`config.mk`:
```
export PLATFORM = sky130hd
export DESIGN_NAME = cpu_mem_responder
export DESIGN_NICKNAME = d
export VERILOG_FILES = /design/src/rtl/cpu_mem_responder.sv
export SDC_FILE = /design/constraint.sdc
export NUM_CORES = 2
export LEC_CHECK = 0
export CORE_MARGIN = 2
export CORE_UTILIZATION = 50
export CTS_CLUSTER_DIAMETER = 120
export DETAILED_ROUTE_END_ITERATION = 8
export PLACE_DENSITY = 0.76
export SLEW_MARGIN = 0
export SYNTH_ARGS = -nofsm -noshare
export SYNTH_HDL_FRONTEND = slang
export SYNTH_SLANG_ARGS = --single-unit
```
`constraint.sdc`:
```
create_clock -name clk -period 27.6 [get_ports clk]
set_input_delay 2.76 -clock clk [delete_from_list [all_inputs] [get_ports clk]]
set_output_delay 2.76 -clock clk [all_outputs]
set_load 0.02 [all_outputs]
```
`src/rtl/cpu_mem_responder.sv`:
```
// Memory-side responder for the 16-bit CPU bus: zero-fills a word RAM after reset,
// takes a program image over a load stream, then serves CPU reads/byte-lane writes.
module cpu_mem_responder #(
    parameter int          DEPTH   = 256,
    parameter int          ADDR_W  = 8,
    parameter logic [15:0] IO_ADDR = 16'hFFFF
) (
    input  logic        clk,
    input  logic        reset,
    input  logic [15:0] adr,
    input  logic [15:0] wdata,
    input  logic        memwrite_a,
    input  logic        memwrite_b,
    output logic [15:0] memdata,
    input  logic        ld_valid,
    input  logic [15:0] ld_data,
    input  logic        ld_last,
    output logic        ld_ready,
    output logic        cpu_run,
    output logic [15:0] io_out,
    output logic        io_strobe,
    output logic [1:0]  dbg_state
);

    // Load stream handshake: a word transfers on any rising edge where
    // ld_valid && ld_ready; ld_ready is high only in LOAD, ld_last is ignored unless ld_valid.
    typedef enum logic [1:0] {
        S_CLEAR = 2'd0,
        S_LOAD  = 2'd1,
        S_RUN   = 2'd2
    } state_t;

    localparam logic [ADDR_W-1:0] LAST_PTR = ADDR_W'(DEPTH - 1);

    state_t            r_state;
    state_t            w_state_nxt;
    logic [ADDR_W-1:0] r_ptr;
    logic [ADDR_W-1:0] w_ptr_nxt;
    logic [15:0]       r_mem [DEPTH];
    logic [15:0]       r_memdata;
    logic [15:0]       r_io_out;
    logic              r_io_strobe;

    logic              w_ram_hit;
    logic              w_io_hit;
    logic              w_bus_we;
    logic              w_mem_we_lo;
    logic              w_mem_we_hi;
    logic [ADDR_W-1:0] w_mem_waddr;
    logic [15:0]       w_mem_wdata;

    // Full 16-bit compare so aliases above DEPTH never reach the RAM.
    assign w_ram_hit = ({16'd0, adr} < 32'(DEPTH));
    assign w_io_hit  = (adr == IO_ADDR);
    assign w_bus_we  = memwrite_a | memwrite_b;

    assign ld_ready  = (r_state == S_LOAD);
    assign cpu_run   = (r_state == S_RUN);
    assign memdata   = r_memdata;
    assign io_out    = r_io_out;
    assign io_strobe = r_io_strobe;
    assign dbg_state = r_state;

    always_comb begin
        w_state_nxt = r_state;
        w_ptr_nxt   = r_ptr;
        w_mem_we_lo = 1'b0;
        w_mem_we_hi = 1'b0;
        w_mem_waddr = r_ptr;
        w_mem_wdata = 16'h0000;
        case (r_state)
            S_CLEAR: begin
                w_mem_we_lo = 1'b1;
                w_mem_we_hi = 1'b1;
                if (r_ptr == LAST_PTR) begin
                    w_ptr_nxt   = '0;
                    w_state_nxt = S_LOAD;
                end else begin
                    w_ptr_nxt = r_ptr + 1'b1;
                end
            end
            S_LOAD: begin
                if (ld_valid) begin
                    w_mem_we_lo = 1'b1;
                    w_mem_we_hi = 1'b1;
                    w_mem_wdata = ld_data;
                    // The final slot ends the load without wrapping the pointer.
                    if (ld_last || (r_ptr == LAST_PTR)) begin
                        w_state_nxt = S_RUN;
                    end else begin
                        w_ptr_nxt = r_ptr + 1'b1;
                    end
                end
            end
            S_RUN: begin
                if (w_ram_hit) begin
                    w_mem_we_lo = memwrite_a;
                    w_mem_we_hi = memwrite_b;
                    w_mem_waddr = adr[ADDR_W-1:0];
                    w_mem_wdata = wdata;
                end
            end
            default: begin
                w_state_nxt = S_CLEAR;
                w_ptr_nxt   = '0;
            end
        endcase
    end

    always_ff @(posedge clk) begin
        if (!reset) begin
            r_state     <= S_CLEAR;
            r_ptr       <= '0;
            r_memdata   <= 16'h0000;
            r_io_out    <= 16'h0000;
            r_io_strobe <= 1'b0;
        end else begin
            r_state     <= w_state_nxt;
            r_ptr       <= w_ptr_nxt;
            r_io_strobe <= (r_state == S_RUN) && w_io_hit && w_bus_we;
            if ((r_state == S_RUN) && w_io_hit) begin
                if (memwrite_a) r_io_out[7:0]  <= wdata[7:0];
                if (memwrite_b) r_io_out[15:8] <= wdata[15:8];
            end
            // Read-first: the RAM and io_out values sampled here predate this edge's write.
            if (r_state == S_RUN) begin
                if (w_ram_hit) begin
                    r_memdata <= r_mem[adr[ADDR_W-1:0]];
                end else if (w_io_hit) begin
                    r_memdata <= r_io_out;
                end else begin
                    r_memdata <= 16'h0000;
                end
            end else begin
                r_memdata <= 16'h0000;
            end
        end
    end

    always_ff @(posedge clk) begin
        if (reset && w_mem_we_lo) r_mem[w_mem_waddr][7:0]  <= w_mem_wdata[7:0];
        if (reset && w_mem_we_hi) r_mem[w_mem_waddr][15:8] <= w_mem_wdata[15:8];
    end

endmodule

```
==> metrics.md <==
| Metric | Value |
|---|---|
| Post-CTS sizing | `0` |
| Failing checks | `design-rule violations` |
| Clock skew | `67.6 ps` |
| Vias in the first global route | `81.8k` |
| Area delta synth->final | `11.4%` |
| Hold/Removal Path Class | `reg -> reg` |
| CTS tree | `done` |
| CP Class | `in -> reg` |
| Post-CTS Setup Inserts | `0` |
| Leakage | `between 40 and 50 nW` |
| Total global routing overflow | `0` |
| Sinks on Clock Net | `4,139` |
| Design area | `between 0.15 and 0.2 mm²` |
| Library cells used by synthesis | `59` |
| Full die area | `about 0.32 mm²` |
| Initial Utilization | `around half` |
| Sequential Area | `0.124 mm²` |
| Synth Cell Area | `between 0.15 and 0.2 mm²` |
| WL met3 | `56.7 mm` |
| Most common cell in the synthesized netlist | `edfxtp_1` |
| Max Clk Rate | `0.123 GHz` |
| Yosys top cell by area | `edfxtp_1` |
| Post-CTS Hold Fix Bufs | `0` |
| Top cell type's share of synthesized area | `about three quarters` |
| CTS buffer count | `397` |
| Die span in y | `570 µm` |
| Initial DRC Count | `~14k` |
| Vias | `between 80k and 90k` |
| Residual DRC | `3` |
| Fin nets | `7,770` |
| Final Non-Filler Cells | `around 12k` |
| Top Metal Used | `met5` |
| Max Buffers Root-to-Sink | `4` |
| Clk slew on worst S/H paths | `60 ps` |
| Post-synth top flop | `edfxtp_1` |
| Final Core Density | `between 50% and 60%` |
| Max FO, Critical Path | `roughly 110` |
| Power per cell area | `70.8 mW/mm²` |
| Setup crit start kind | `input pin` |
| Inst Count DP | `11.5k` |
| I/O pins | `91` |
| Status | `finished, violations left` |
| Reg-to-Reg Start | `dbg_state[0]` |
| Antenna violations before repair | `25` |
| Worst setup startpoint | `adr[0]` |
| Worst slew pin tran | `between 1000 and 1500 ps` |
| Hold Startpoint | `r_ptr[1]` |
| Die X | `570 µm` |
| Tot GR Track Use | `between 20% and 30%` |
| Max-cap viol count | `0` |
| Critical path data required time | `28,370 ps` |
| Post-layout min period | `8150 ps` |
| First-pass GRT wire length | `608 mm` |
| RSZ-0062 raised after global routing | `no` |
| WL met1 | `147 mm` |
| Syn Nets | `roughly 7.6k` |
| Pins Over Slew Limit | `0` |
| H-Tree Depth | `5` |
| Top cells by area, synth | `edfxtp_1 77%, mux4_2 13%, mux2i_1 1.9%, nor2_1 1.4%, o22ai_1 1.2%` |
| Share of cells above drive strength 1 | `22.1%` |
| FILL cells | `22.0k` |
| Port bufs | `90` |
| Warnings, synthesis | `0` |
| Maximum VDD drop | `0.0594 mV` |
| Ys async rst share | `0%` |
| Final Hold Viols | `0` |
| CP Capture Type | `flip-flop` |
| Arrival @ worst endpoint | `between 8000 and 9000 ps` |
| Final WL | `roughly 430 mm` |
| Sequential area share after synthesis | `77.4%` |
| Vias per cell | `approximately 7` |
| Drt pass-1 iters | `7` |
| Final setup violation count | `0` |
| Area of the multi-input gates | `between 0.03 and 0.04 mm²` |
| Post-DP Area | `0.165 mm²` |
| FF+latch count, synth | `4,139` |
| Clk root buf | `clkbuf_16` |
| Largest net degree at the start of global routing | `between 200 and 300` |
| Post-synth top cells | `4,096 x edfxtp_1, 910 x mux4_2, 597 x nor2_1` |
| Relative slew slack | `roughly 8.1%` |
| EDFF count, synth | `4,096` |
| Period utilization | `29.5%` |
| Core ar. | `0.318 mm²` |
| Later-pin clock latency in the skew report | `roughly 940 ps` |
| Final ANT Viol Nets | `0` |
| GP Congestion | `0.864` |
| Row cnt | `between 200 and 250` |
| Synth Instances | `7,548` |
| Synth Area per Inst | `21.2 µm²` |
| Detailed placement HPWL | `247 mm` |
| Setup TNS | `0 ps` |
| Routed wire per std cell | `35.0 µm` |
| Met2 wire length | `200 mm` |
area by class of cell:
type / count / share of cell area, %
Tap cell: 4180 / 2.93
Timing Repair Buffer: 244 / 1.24
Inverter: 5 / 0.0105
Sequential cell: 4139 / 69.5
Clock inverter: 245 / 1.41
Antenna cell: 28 / 0.0393
Clock buffer: 481 / 5.87
Multi-Input combinational cell: 2924 / 19.0
layer usage:
| metal | vias to the layer above | GRT usage [%] |
|---|---|---|
| met5 | - | 0 |
| met4 | 18 | 13.5 |
| met3 | 1267 | 6.99 |
| met2 | 6931 | 40.0 |
| met1 | 43200 | 34.7 |
| li1 | 32100 | - |
report_power, final:
group / switching [mW] / internal (mW) / total [mW]
Combinational: 0.236 / 0.106 / 0.342
Sequential: 0.00155 / 6.80 / 6.80
Clock: 2.35 / 3.12 / 5.47
Total: 2.59 / 10.0 / 12.6
state kept, by name, summed over array words and instances, names as in the netlist:
| signal | flops |
|---|---|
| io_strobe | 1 |
| io_out | 16 |
| r_ptr | 8 |
| dbg_state | 2 |
| memdata | 16 |
| r_mem | 4096 |
worst max-delay path, cell delays in order:
cell	delay (ps)
buf_16	390
buf_4	650
buf_4	720
buf_12	600
buf_4	880
mux4_2	380
mux2_2	150
o22ai_1	170
a211oi_1	900
o22ai_1	190
o311ai_0	400
stage by stage:
step / power, mW / hold WS (ps) / worst slack [ps]
floorplan: 7.15 / 501 / 15530
finish: 12.6 / 585 / 19450
global route: 12.9 / 629 / 19130
detailed placement: 7.27 / 560 / 18350
CTS: 12.6 / 573 / 19200
global placement: 7.27 / 520 / 18440
cells in the final DEF, fill, tap and decap left out, types with 25 or more instances in the layout:
cell type and n:
edfxtp_1 4096, mux4_2 910, nor2_1 595, clkbuf_16 406
o22ai_1 305, mux2i_1 303, o221ai_1 149, buf_4 144
clkinv_1 87, clkdlybuf4s50_1 83, clkinv_2 77, a21oi_1 74
clkbuf_1 72, o21ai_0 61, nor4_1 47, mux2_2 44
bufinv_16 44, dfxtp_1 43, a211oi_1 42, nand3_1 41
nor2b_1 33, nor3_1 30, diode_2 28, o22a_1 28
nand2_1 25
worst paths after layout:
kind / endpoint / slack [ps] / cells past startpoint
hold / removal: r_ptr[1] / 580 / 2
setup / recovery: memdata[15] / 19450 / 11
setup reg to reg: r_mem[76][3] / 21570 / 9
hold reg to reg: r_ptr[1] / 580 / 2
cells by family after synthesis:
group	count (synthesis)	synth area share (%)
AOI/OAI and AO/OA	749	3.28
xor gates and xnor gates	5	0.0274
buffers and inverters	485	1.63
adders and majority gates	5	0.0391
muxes	1257	15.0
DFF	4139	77.4
and+or+nand+nor	908	2.60
Power figures use the tool's default switching activity.
